<file path="config.mk">
export PLATFORM = sky130hd
export DESIGN_NAME = alarm_ctrl
export DESIGN_NICKNAME = d
export VERILOG_FILES = /design/src/rtl/alarm_pkg.sv /design/src/rtl/edge_pulse.sv /design/src/rtl/alarm_ctrl.sv
export SDC_FILE = /design/constraint.sdc
export NUM_CORES = 1
export LEC_CHECK = 0
export BUFFER_PORTS_ARGS = -buffer_cell sky130_fd_sc_hd__buf_2
export CAP_MARGIN = 20
export CORE_UTILIZATION = 35
export CTS_BUF_LIST = sky130_fd_sc_hd__clkbuf_16
export DETAILED_ROUTE_END_ITERATION = 6
export PLACE_DENSITY_LB_ADDON = 0.05
export SLEW_MARGIN = 15
export SYNTH_ARGS = -nofsm -noshare
export SYNTH_HDL_FRONTEND = slang
export SYNTH_HIERARCHICAL = 1
export SYNTH_SLANG_ARGS = --single-unit
export TNS_END_PERCENT = 5
</file>
<file path="constraint.sdc">
create_clock -name clk -period 2.1 [get_ports clk]
set_clock_uncertainty 0.2 [all_clocks]
set_input_delay 0.105 -clock clk [delete_from_list [all_inputs] [get_ports clk]]
set_output_delay 0.105 -clock clk [all_outputs]
set_load 0.1 [all_outputs]
</file>
<file path="src/rtl/alarm_pkg.sv">
// Shared definitions for the alarm controller: FSM state encoding and BCD digit limits.
package alarm_pkg;

  typedef enum logic [1:0] {
    ST_IDLE    = 2'd0,
    ST_RINGING = 2'd1,
    ST_SNOOZE  = 2'd2
  } state_t;

  localparam logic [3:0] BCD_ONES_MAX          = 4'd9;
  localparam logic [3:0] MIN_TENS_MAX          = 4'd5;
  localparam logic [3:0] HOUR_TENS_MAX         = 4'd2;
  localparam logic [3:0] HOUR_ONES_AT_TENS_MAX = 4'd3;

endpackage

</file>
<file path="src/rtl/edge_pulse.sv">
// Rising-edge detector: one-clk pulse on a 0->1 transition of din.
module edge_pulse (
  input  logic clk,
  input  logic rst_n,
  input  logic din,
  output logic pulse
);

  logic din_q;
  logic armed;

  // The first clk after reset only loads din, so inputs already high never fire.
  always_ff @(posedge clk or negedge rst_n) begin
    if (!rst_n) begin
      din_q <= 1'b0;
      armed <= 1'b0;
    end else begin
      din_q <= din;
      armed <= 1'b1;
    end
  end

  assign pulse = armed & din & ~din_q;

endmodule

</file>
<file path="src/rtl/alarm_ctrl.sv">
// Alarm clock controller: alarm-time setting, ring/snooze FSM, 1 Hz buzzer and hourly chime.
module alarm_ctrl
  import alarm_pkg::*;
#(
  parameter int RING_SECONDS   = 60,
  parameter int SNOOZE_SECONDS = 300
) (
  input  logic       clk,
  input  logic       rst_n,
  input  logic       sec_pulse,
  input  logic [3:0] hour_h,
  input  logic [3:0] hour_l,
  input  logic [3:0] min_h,
  input  logic [3:0] min_l,
  input  logic [3:0] sec_h,
  input  logic [3:0] sec_l,
  input  logic       alarm_en,
  input  logic       set_min_btn,
  input  logic       set_hour_btn,
  input  logic       stop_btn,
  input  logic       snooze_btn,
  output logic [3:0] alm_hour_h,
  output logic [3:0] alm_hour_l,
  output logic [3:0] alm_min_h,
  output logic [3:0] alm_min_l,
  output logic       ringing,
  output logic       buzzer,
  output logic       snoozing,
  output logic       chime
);

  localparam int RING_W   = $clog2(RING_SECONDS + 1);
  localparam int SNOOZE_W = $clog2(SNOOZE_SECONDS + 1);
  localparam logic [RING_W-1:0]   RING_LAST   = RING_W'(RING_SECONDS - 1);
  localparam logic [SNOOZE_W-1:0] SNOOZE_LAST = SNOOZE_W'(SNOOZE_SECONDS - 1);

  logic sec_tick, min_press, hour_press, stop_press, snooze_press;
  logic match, top_of_hour, chime_on;
  state_t state;
  logic [RING_W-1:0]   ring_cnt;
  logic [SNOOZE_W-1:0] snooze_cnt;

  edge_pulse u_sec    (.clk(clk), .rst_n(rst_n), .din(sec_pulse),    .pulse(sec_tick));
  edge_pulse u_min    (.clk(clk), .rst_n(rst_n), .din(set_min_btn),  .pulse(min_press));
  edge_pulse u_hour   (.clk(clk), .rst_n(rst_n), .din(set_hour_btn), .pulse(hour_press));
  edge_pulse u_stop   (.clk(clk), .rst_n(rst_n), .din(stop_btn),     .pulse(stop_press));
  edge_pulse u_snooze (.clk(clk), .rst_n(rst_n), .din(snooze_btn),   .pulse(snooze_press));

  assign match = (hour_h == alm_hour_h) && (hour_l == alm_hour_l) &&
                 (min_h == alm_min_h) && (min_l == alm_min_l) &&
                 (sec_h == 4'd0) && (sec_l == 4'd0);
  assign top_of_hour = (min_h == 4'd0) && (min_l == 4'd0) && (sec_h == 4'd0) && (sec_l == 4'd0);

  // Minute and hour increments are independent so simultaneous presses both apply.
  always_ff @(posedge clk or negedge rst_n) begin
    if (!rst_n) begin
      alm_hour_h <= 4'd0;
      alm_hour_l <= 4'd0;
      alm_min_h  <= 4'd0;
      alm_min_l  <= 4'd0;
    end else begin
      if (min_press) begin
        if (alm_min_l == BCD_ONES_MAX) begin
          alm_min_l <= 4'd0;
          alm_min_h <= (alm_min_h == MIN_TENS_MAX) ? 4'd0 : alm_min_h + 4'd1;
        end else begin
          alm_min_l <= alm_min_l + 4'd1;
        end
      end
      if (hour_press) begin
        if (alm_hour_h == HOUR_TENS_MAX && alm_hour_l == HOUR_ONES_AT_TENS_MAX) begin
          alm_hour_h <= 4'd0;
          alm_hour_l <= 4'd0;
        end else if (alm_hour_l == BCD_ONES_MAX) begin
          alm_hour_h <= alm_hour_h + 4'd1;
          alm_hour_l <= 4'd0;
        end else begin
          alm_hour_l <= alm_hour_l + 4'd1;
        end
      end
    end
  end

  // Stop has priority over snooze; a match outside IDLE never restarts the counters.
  always_ff @(posedge clk or negedge rst_n) begin
    if (!rst_n) begin
      state      <= ST_IDLE;
      ring_cnt   <= '0;
      snooze_cnt <= '0;
      ringing    <= 1'b0;
      snoozing   <= 1'b0;
      buzzer     <= 1'b0;
      chime_on   <= 1'b0;
    end else begin
      buzzer <= ringing & sec_pulse;
      if (sec_tick) chime_on <= top_of_hour;
      if (!alarm_en) begin
        state    <= ST_IDLE;
        ringing  <= 1'b0;
        snoozing <= 1'b0;
      end else begin
        case (state)
          ST_IDLE: begin
            if (sec_tick && match) begin
              state    <= ST_RINGING;
              ring_cnt <= '0;
              ringing  <= 1'b1;
            end
          end
          ST_RINGING: begin
            if (stop_press) begin
              state   <= ST_IDLE;
              ringing <= 1'b0;
            end else if (snooze_press) begin
              state      <= ST_SNOOZE;
              snooze_cnt <= '0;
              ringing    <= 1'b0;
              snoozing   <= 1'b1;
            end else if (sec_tick) begin
              if (ring_cnt == RING_LAST) begin
                state   <= ST_IDLE;
                ringing <= 1'b0;
              end else begin
                ring_cnt <= ring_cnt + 1'b1;
              end
            end
          end
          ST_SNOOZE: begin
            if (stop_press) begin
              state    <= ST_IDLE;
              snoozing <= 1'b0;
            end else if (sec_tick) begin
              if (snooze_cnt == SNOOZE_LAST) begin
                state    <= ST_RINGING;
                ring_cnt <= '0;
                ringing  <= 1'b1;
                snoozing <= 1'b0;
              end else begin
                snooze_cnt <= snooze_cnt + 1'b1;
              end
            end
          end
          default: begin
            state    <= ST_IDLE;
            ringing  <= 1'b0;
            snoozing <= 1'b0;
          end
        endcase
      end
    end
  end

  assign chime = chime_on & ~ringing;

endmodule
</file>
==> impl_metrics.json, run 1 <==
{
  "r2r_start": "u_stop/armed",
  "die_x_um": 88.48,
  "area_growth_pct": 37.76,
  "synth.distinct_cells": 55,
  "grt_pass1_vias": 2204,
  "synth-edff-count": 0,
  "power.share.sequential_pct": 34.4,
  "die_h_um": 88.48,
  "setup_tns_ns": 0,
  "hp-class": "primary input to flip-flop",
  "synth_nets": 308,
  "ys_ff_latch": 47,
  "ctsRootBufferMaster": "clkbuf_16",
  "start_kind": "flip-flop",
  "io_pins": 52,
  "place_congestion": 0.7430,
  "comb_power_share_pct": 37.4,
  "place_ws_ns": 0.004922,
  "netlist_instances": 270,
  "min_from": "alarm_en",
  "crit_type": "flip-flop to flip-flop",
  "grt-ovfl-total": 0,
  "async_flop_share_pct": 100.0,
  "port_buffers": 51,
  "p_clk_share_pct": 28.2,
  "yosysTopAreaCell": "dfrtp_1",
  "post_cts_buffers": 0,
  "antenna_cells": 0,
  "post_drt_wl_per_cell_um": 13.92,
  "switching_share_pct": 43.03,
  "dp_cells": 453,
  "drc": 0,
  "cts_tree": "yes",
  "fillCellCount": 709,
  "clock_latency_ns": 0.29,
  "whs_ns": 0.07729,
  "slew_viol_final": 0,
  "drt_iter0_drc": 54,
  "yosys-top-cells-count": "dfrtp_1, nand2_1, nor2_1",
  "yosysMostFrequentCell": "dfrtp_1",
  "grt_usage_pct": 17.52,
  "status": "finished, final reports clean",
  "hold_violations": 0,
  "slew_headroom_pct": 60.02,
  "setup_violations": 0,
  "required_ns": 2.12,
  "dr.pass1.iters": 4,
  "fin_crit_sh_pct": 99.04,
  "final_util_pct": 49.72,
  "crit_fanout": 9,
  "final_cells": 473,
  "max_freq_ghz": 0.4808,
  "p_per_area_nw_per_um2": 920.6,
  "vias": 2328,
  "vdd_drop_max_mv": 0.3428,
  "switchingPower_mw": 1.429,
  "cts.sinks": 47,
  "rsz0062_at_grt": "yes",
  "grt_max_degree": 27,
  "p_int_mw": 1.891,
  "antenna_found_initial": 0,
  "row_count": 31,
  "cp-end-kind": "flip-flop",
  "layout-drive-gt1-share_pct": 31.28,
  "ys.flop_type": "dfrtp_1",
  "wl_um": 6585,
  "period_needed_ns": 2.080,
  "layout_setup_ws_ns": 0.02011,
  "tightest_slew_ns": 0.5997,
  "die_area_um2": 7829,
  "yosysWarningCount": 6,
  "synth_area_per_cell_um2": 9.694,
  "htree_levels": 2,
  "ys_seq_area_share_pct": 44.93,
  "numCtsBuffers": 5,
  "syn_area_um2": 2618,
  "drtAntennaViolNets": 0,
  "viasPerCell": 4.922,
  "synth_area_leaders": "dfrtp_1, xor2_1, nand2_1",
  "cp_data_arrival_time_ns": 2.10,
  "p_leak_nw": 1.654,
  "clk_pin_slew_ns": 0.07,
  "layout.nets": 411,
  "synth_top_area_share_pct": 44.93,
  "max-cap-violations": 0,
  "dpl.hpwl_um": 4894,
  "setup.worst_path.start": "u_stop/armed",
  "grt_pass1_wl_um": 10410,
  "core_um2": 7253,
  "initial_core_util_pct": 36.09,
  "cts_buffer_depth": 2
}
[what timing repair did]
item / 4_1_cts / 5_1_grt
endpoints found under the setup margin: 1 / 9
pin swaps: 2 / 1
hold buffers: 12 / 0
hold endpoints to repair: 31 / 0
gates resized for setup: 3 / 8
[kinds of logic after synthesis]
kind of cell,Yosys count,synth area share [%]
flops,47,44.93
mux,2,0.8126
compound gates,58,15.49
simple gates,116,25.48
xor+xnor,23,7.696
fa+ha+maj,6,2.868
buf+inv,13,2.007
other cells,5,0.7171
[path summary, 6_finish.rpt]
| kind | endpoint | slack (ns) | cells past startpoint |
|---|---|---|---|
| max in group asynchronous | alm_min_l[0] | 0.93 | 3 |
| setup / recovery | snooze_cnt[7] | 0.02 | 6 |
| min in group asynchronous | ring_cnt[5] | 0.15 | 2 |
| hold / removal | snoozing | 0.08 | 3 |
| setup reg to reg | snooze_cnt[7] | 0.02 | 6 |
| hold reg to reg | chime_on | 0.29 | 1 |
[power groups by stage]
stage                     clock (mW)  combinational (mW)  sequential, mW
after floorplan                    0               0.273            1.80
after global placement             0                1.23            1.16
after detailed placement           0                1.23            1.16
after CTS                      0.969                1.25            1.14
after global routing            1.00                1.32            1.16
final                          0.935                1.24            1.14
[per-layer routing]
metal,track usage (%),share of wire [%]
met2,26.15,44
met5,0,0
met4,6.012,1.6
met3,2.799,2.6
met1,25.70,52
[flip-flops by register name, indices dropped and copies added, names as in the netlist, 2 cells and up]
signal,count
alm_hour_h,4
alm_hour_l,4
alm_min_h,4
alm_min_l,4
ring_cnt,6
snooze_cnt,9
state,2
[worst max-delay path, cell delays in order, from the launching register on]
cell and delay, ns:
dfrtp_1 0.35, and3b_1 0.20, and2b_2 0.26, o2111a_2 0.24
o21ai_4 0.09, or4_4 0.53, a21oi_2 0.14
[through the flow]
step / total power [mW] / area [um^2]
final: 3.320 / 3606
after global routing: 3.480 / 3606
after CTS: 3.363 / 3562
after detailed placement: 2.393 / 3258
after global placement: 2.388 / 3258
after floorplan: 2.078 / 2620
[layout by cell type, fill, tap and decap left out, types with 3 or more instances in the layout]
cell / instances
xor2_1: 13
buf_2: 51
nor3_1: 6
buf_4: 37
nand3_1: 8
nand2_1: 28
o22ai_1: 4
nor2b_1: 6
dfrtp_1: 47
clkbuf_16: 5
a21oi_1: 4
o31ai_1: 9
and3b_1: 5
nand3b_1: 3
and2_1: 3
o211ai_1: 9
nor2_1: 14
nor4_1: 8
dlygate4sd3_1: 12
ha_1: 5
conb_1: 5
or3_1: 3
nor3b_1: 4
o21ai_0: 14
nand4_1: 5
and3_1: 3
inv_1: 9
xnor2_1: 10
[final cells by class]
cell class / count / area (um^2) / share of cell area [%]
repair buffers: 100 / 653.1 / 18.11
clock inverters: 3 / 47.55 / 1.319
flip-flops and latches: 47 / 1176 / 32.62
clock buffers: 5 / 125.1 / 3.470
well taps: 99 / 123.9 / 3.435
inverters: 9 / 33.78 / 0.9368
multi-input cells: 210 / 1446 / 40.11
(Power assumes the default switching activity.)
==> run 2: changes to the inputs <==
- CORE_UTILIZATION: 35 -> 50
==> run 2 against run 1 <==
Against the previous run: setup slack got worse by 0.0099 ns; final area decreased by 2.2%; routed wire length decreased by 7.5%; worst hold slack improved by 0.050 ns; clock-buffer cell count unchanged; sequential share of layout area increased by 0.75 points; register-to-register slack about the same; sequential power about the same; critical path type unchanged.
==> impl_metrics.json, run 2 (synthesized netlist as in run 1, its figures left out) <==
{
  "hp-class": "primary input to async pin",
  "setup_violations": 0,
  "slew_viol_final": 0,
  "die_h_um": 74.36,
  "htree_levels": 2,
  "drtAntennaViolNets": 0,
  "io_pins": 52,
  "status": "finished, final reports clean",
  "endpoint": "snooze_cnt[7]",
  "required_ns": 2.11,
  "fillCellCount": 386,
  "r2r_slack_ns": 0.01,
  "area_growth_pct": 34.80,
  "layout.nets": 401,
  "place_congestion": 0.8517,
  "dr.pass1.iters": 4,
  "die_x_um": 74.36,
  "layout_common_cells": "buf_2, dfrtp_1, nand2_1",
  "cts_tree": "yes",
  "vdd_drop_max_mv": 0.7680,
  "regMostFlops": "snooze_cnt",
  "layout_commonest_cell": "buf_2",
  "row_count": 25,
  "largestRegisters": "snooze_cnt (9), ring_cnt (6)",
  "setup.worst_path.start": "u_stop/armed",
  "hold_violations": 0,
  "cp-end-kind": "flip-flop",
  "ff_latch_area_um2": 1177,
  "crit_type": "flip-flop to flip-flop",
  "place_ws_ns": 0.01575,
  "p_per_area_nw_per_um2": 930.0,
  "r2r_start": "u_stop/armed",
  "rsz0062_at_grt": "yes",
  "largest_reg_flops": 9,
  "max_freq_ghz": 0.4785,
  "multiInputGateArea_um2": 1471,
  "grt_pass1_wl_um": 9998,
  "max-cap-violations": 0,
  "cts_buffer_depth": 2,
  "wl_um": 6093,
  "clock_latency_ns": 0.28,
  "port_buffers": 51,
  "cp_data_arrival_time_ns": 2.10,
  "antenna_cells": 0,
  "clk_pin_slew_ns": 0.06,
  "grt_pass1_vias": 2145,
  "antenna_found_initial": 0,
  "numCtsBuffers": 5,
  "post_drt_wl_per_cell_um": 14.14,
  "period_needed_ns": 2.090,
  "core_um2": 4880,
  "dpl-instance-area_um2": 3133,
  "drt_iter0_drc": 127,
  "viasPerCell": 5.427,
  "initial_core_util_pct": 53.64,
  "grt_usage_pct": 23.87,
  "die_area_um2": 5529,
  "p_leak_nw": 1.618,
  "layout-drive-gt1-share_pct": 30.77,
  "ctsRootBufferMaster": "clkbuf_16",
  "r2r_cells": 6,
  "fin_crit_sh_pct": 99.51,
  "start_kind": "flip-flop",
  "drc": 0,
  "layout_setup_ws_ns": 0.01023,
  "worst_r2r_endpoint": "snooze_cnt[7]",
  "dpl.hpwl_um": 4356,
  "design_area_um2": 3528,
  "grt-ovfl-total": 0,
  "vias": 2339,
  "crit_fanout": 9,
  "grt_max_degree": 48,
  "cts.sinks": 47
}
==> run 2: changes by cell type in the layout (fill, tap and decap cells not counted), sizes merged <==
cell,change
clkinv,+1
dlygate4sd3,+1
inv,-1
buf,-11
==> run 2: area by class of cell <==
| type | count | area share, % |
|---|---|---|
| Multi-Input combinational cell | 210 | 41.70 |
| Sequential cell | 47 | 33.37 |
| Timing Repair Buffer | 90 | 16.81 |
| Clock buffer | 5 | 3.546 |
| Tap cell | 67 | 2.376 |
| Clock inverter | 3 | 1.241 |
| Inverter | 9 | 0.9574 |
==> run 2: critical path, stage by stage, from the launching register on <==
cell and delay, ns:
dfrtp_1 0.36, and3b_2 0.23, and2b_2 0.24, o2111a_2 0.23, o21ai_4 0.09, or4_4 0.53, a21oi_2 0.15
==> run 2: routing by layer <==
metal | wire, um | vias up | GRT usage (%) | share of wire, %
met2 | 2742 | 51 | 35.96 | 45
met4 | 61 | 0 | 8.176 | 1.0
met3 | 258 | 5 | 3.794 | 4.2
met1 | 3031 | 1109 | 35.14 | 50
met5 | 0 | - | 0 | 0
li1 | - | 1174 | - | -
==> run 2: timing repair <==
action,CTS,global route
gates resized for setup,1,18
buffers inserted,0,2
pin swaps,0,2
hold buffers,13,0
hold endpoints to repair,55,0
setup endpoints to repair,2,16
gates cloned,0,0
==> run 2: report_power, final <==
part           internal [mW]  switching (mW)
logic                  0.316           0.931
registers               1.00           0.133
clock network          0.561           0.336
==> run 2: through the flow <==
stage	hold WS, ns	cells	utilization [%]	TNS, ns	total power [mW]
6_report	0.1270	431	72.31	0	3.281
5_1_grt	0.1795	431	72.31	-0.1052	3.430
4_1_cts	0.1355	429	70.46	-0.0003766	3.298
3_5_place_dp	-0.09219	408	64.21	0	2.369
3_3_place_gp	-0.08910	408	64.21	0	2.358
2_1_floorplan	-0.3906	270	-	-4.074	2.078
==> run 2: how the worst min path moves through the flow <==
stage | endpoint | depth (start not counted)
final | ring_cnt[3] | 3
after floorplan | alm_hour_h[0] | 0
after detailed placement | ring_cnt[3] | 2
after CTS | state[1] | 3
after global placement | ring_cnt[3] | 2
after global routing | ring_cnt[3] | 3
==> run 3: changes to the inputs <==
- CORE_MARGIN: default -> 2
- CTS_CLUSTER_SIZE: default -> 10
==> run 3 against run 2 <==
Against the previous run: setup slack gained 0.0015 ns; sequential power about the same; clock power fell by 14%; routed wire length increased by 5.1%; global-route usage decreased by 1.3 points; clock-buffer cell count did not move; sequential share of layout area is 0.33 points lower; die area is 5.5% higher; final cell count is 2.8% higher; utilization decreased by 2.0 points; worst hold slack worse by 0.067 ns; critical path depth up 2; largest cell class unchanged; highest routed layer unchanged.
==> impl_metrics.json, run 3 (synthesized netlist as in run 1, its figures left out) <==
{
  "status": "finished, final reports clean",
  "antenna_found_initial": 0,
  "slew_headroom_pct": 62.95,
  "grt_usage_pct": 22.58,
  "slew_viol_final": 0,
  "layout_common_cells": "buf_2, dfrtp_1, buf_4",
  "die_h_um": 76.36,
  "hp-class": "primary input to flip-flop",
  "area_growth_pct": 36.28,
  "max_freq_ghz": 0.4789,
  "row_count": 26,
  "grt-ovfl-total": 0,
  "core_um2": 5075,
  "place_congestion": 0.8371,
  "max-cap-violations": 0,
  "setup.worst_path.start": "u_stop/din_q",
  "grt_max_degree": 26,
  "cts.sinks": 47,
  "period_needed_ns": 2.088,
  "design_area_um2": 3567,
  "grt_pass1_wl_um": 10660,
  "dpl-instance-area_um2": 3204,
  "largestRegisters": "snooze_cnt (9), ring_cnt (6)",
  "layout.nets": 410,
  "die_area_um2": 5830,
  "setup_violations": 0,
  "layout-drive-gt1-share_pct": 31.37,
  "cp_data_arrival_time_ns": 2.06,
  "vdd_drop_max_mv": 0.6905,
  "layout_commonest_cell": "buf_2",
  "regMostFlops": "snooze_cnt",
  "clock_latency_ns": 0.29,
  "cts_tree": "yes",
  "wl_um": 6405,
  "cts_buffer_depth": 2,
  "drtAntennaViolNets": 0,
  "antenna_cells": 0,
  "required_ns": 2.07,
  "drc": 0,
  "tightest_slew_ns": 0.5557,
  "numCtsBuffers": 5,
  "ctsRootBufferMaster": "clkbuf_16",
  "p_per_area_nw_per_um2": 890.2,
  "cp-end-kind": "flip-flop",
  "initial_core_util_pct": 51.58,
  "rsz0062_at_grt": "yes",
  "r2r_start": "u_stop/din_q",
  "hold_violations": 0,
  "largest_reg_flops": 9,
  "grt_pass1_vias": 2305,
  "vias": 2431,
  "p_total_mw": 3.176,
  "port_buffers": 51,
  "viasPerCell": 5.488,
  "min_from": "alarm_en",
  "crit_fanout": 4,
  "post_drt_wl_per_cell_um": 14.46,
  "htree_levels": 2,
  "dpl.hpwl_um": 4710,
  "crit_type": "flip-flop to flip-flop",
  "setup_tns_ns": 0,
  "p_leak_nw": 1.642,
  "fin_crit_sh_pct": 99.44,
  "die_x_um": 76.36,
  "final_util_pct": 70.29,
  "start_kind": "flip-flop",
  "io_pins": 52,
  "clk_pin_slew_ns": 0.06,
  "drt_iter0_drc": 76,
  "dr.pass1.iters": 4,
  "whs_ns": 0.06036
}
run 3: critical path: stages (launching register included):
cell      delay (ns)
dfrtp_1         0.35
and3b_2         0.28
and2b_2         0.26
o2111a_2        0.16
buf_4           0.14
buf_4           0.13
o211ai_1        0.22
xor2_1          0.17
nor2_1          0.06
run 3: power breakdown:
group | internal, mW | total [mW] | leakage [nW] | switching (mW)
Combinational | 0.338 | 1.29 | 0.969 | 0.950
Sequential | 1.00 | 1.12 | 0.601 | 0.115
Clock | 0.435 | 0.768 | 0.0726 | 0.333
Total | 1.78 | 3.18 | 1.64 | 1.40
run 3: worst paths after layout:
path | depth (start not counted) | endpoint | slack, ns
setup reg to reg | 8 | snooze_cnt[3] | 0.01
setup / recovery | 8 | snooze_cnt[3] | 0.01
max in group asynchronous | 3 | snooze_cnt[1] | 0.90
hold / removal | 3 | state[1] | 0.06
hold reg to reg | 1 | chime_on | 0.32
min in group asynchronous | 2 | buzzer | 0.14
run 3: layout make-up:
type	instances	area, um^2
timing repair buffer	99	664.4
clock inverter	3	16.27
inverter	9	33.78
tap	70	87.58
multi-input combinational	210	1461
clock buffer	5	125.1
sequential	47	1179
fill	424	1508
run 3: metal layers:
layer	global-route usage [%]	share of wire (%)	wire length, um
met1	31.32	47	3013
met5	0	0	0
met3	4.502	3.8	246
met2	36.28	48	3064
met4	6.182	1.3	81
run 3: timing repair:
action | in CTS | in global routing
endpoints found under the setup margin | 6 | 14
endpoints found under the hold margin | 31 | 0
buffers inserted | 0 | 2
pin swaps | 0 | 11
hold buffers | 13 | 0
resized for setup | 1 | 17
run 3: stage by stage:
stage	setup WS (ns)	std cells
2_1_floorplan	-0.3353	270
3_3_place_gp	-0.02628	420
3_5_place_dp	-0.05109	420
4_1_cts	-0.004644	441
5_1_grt	-0.03227	443
6_report	0.01172	443
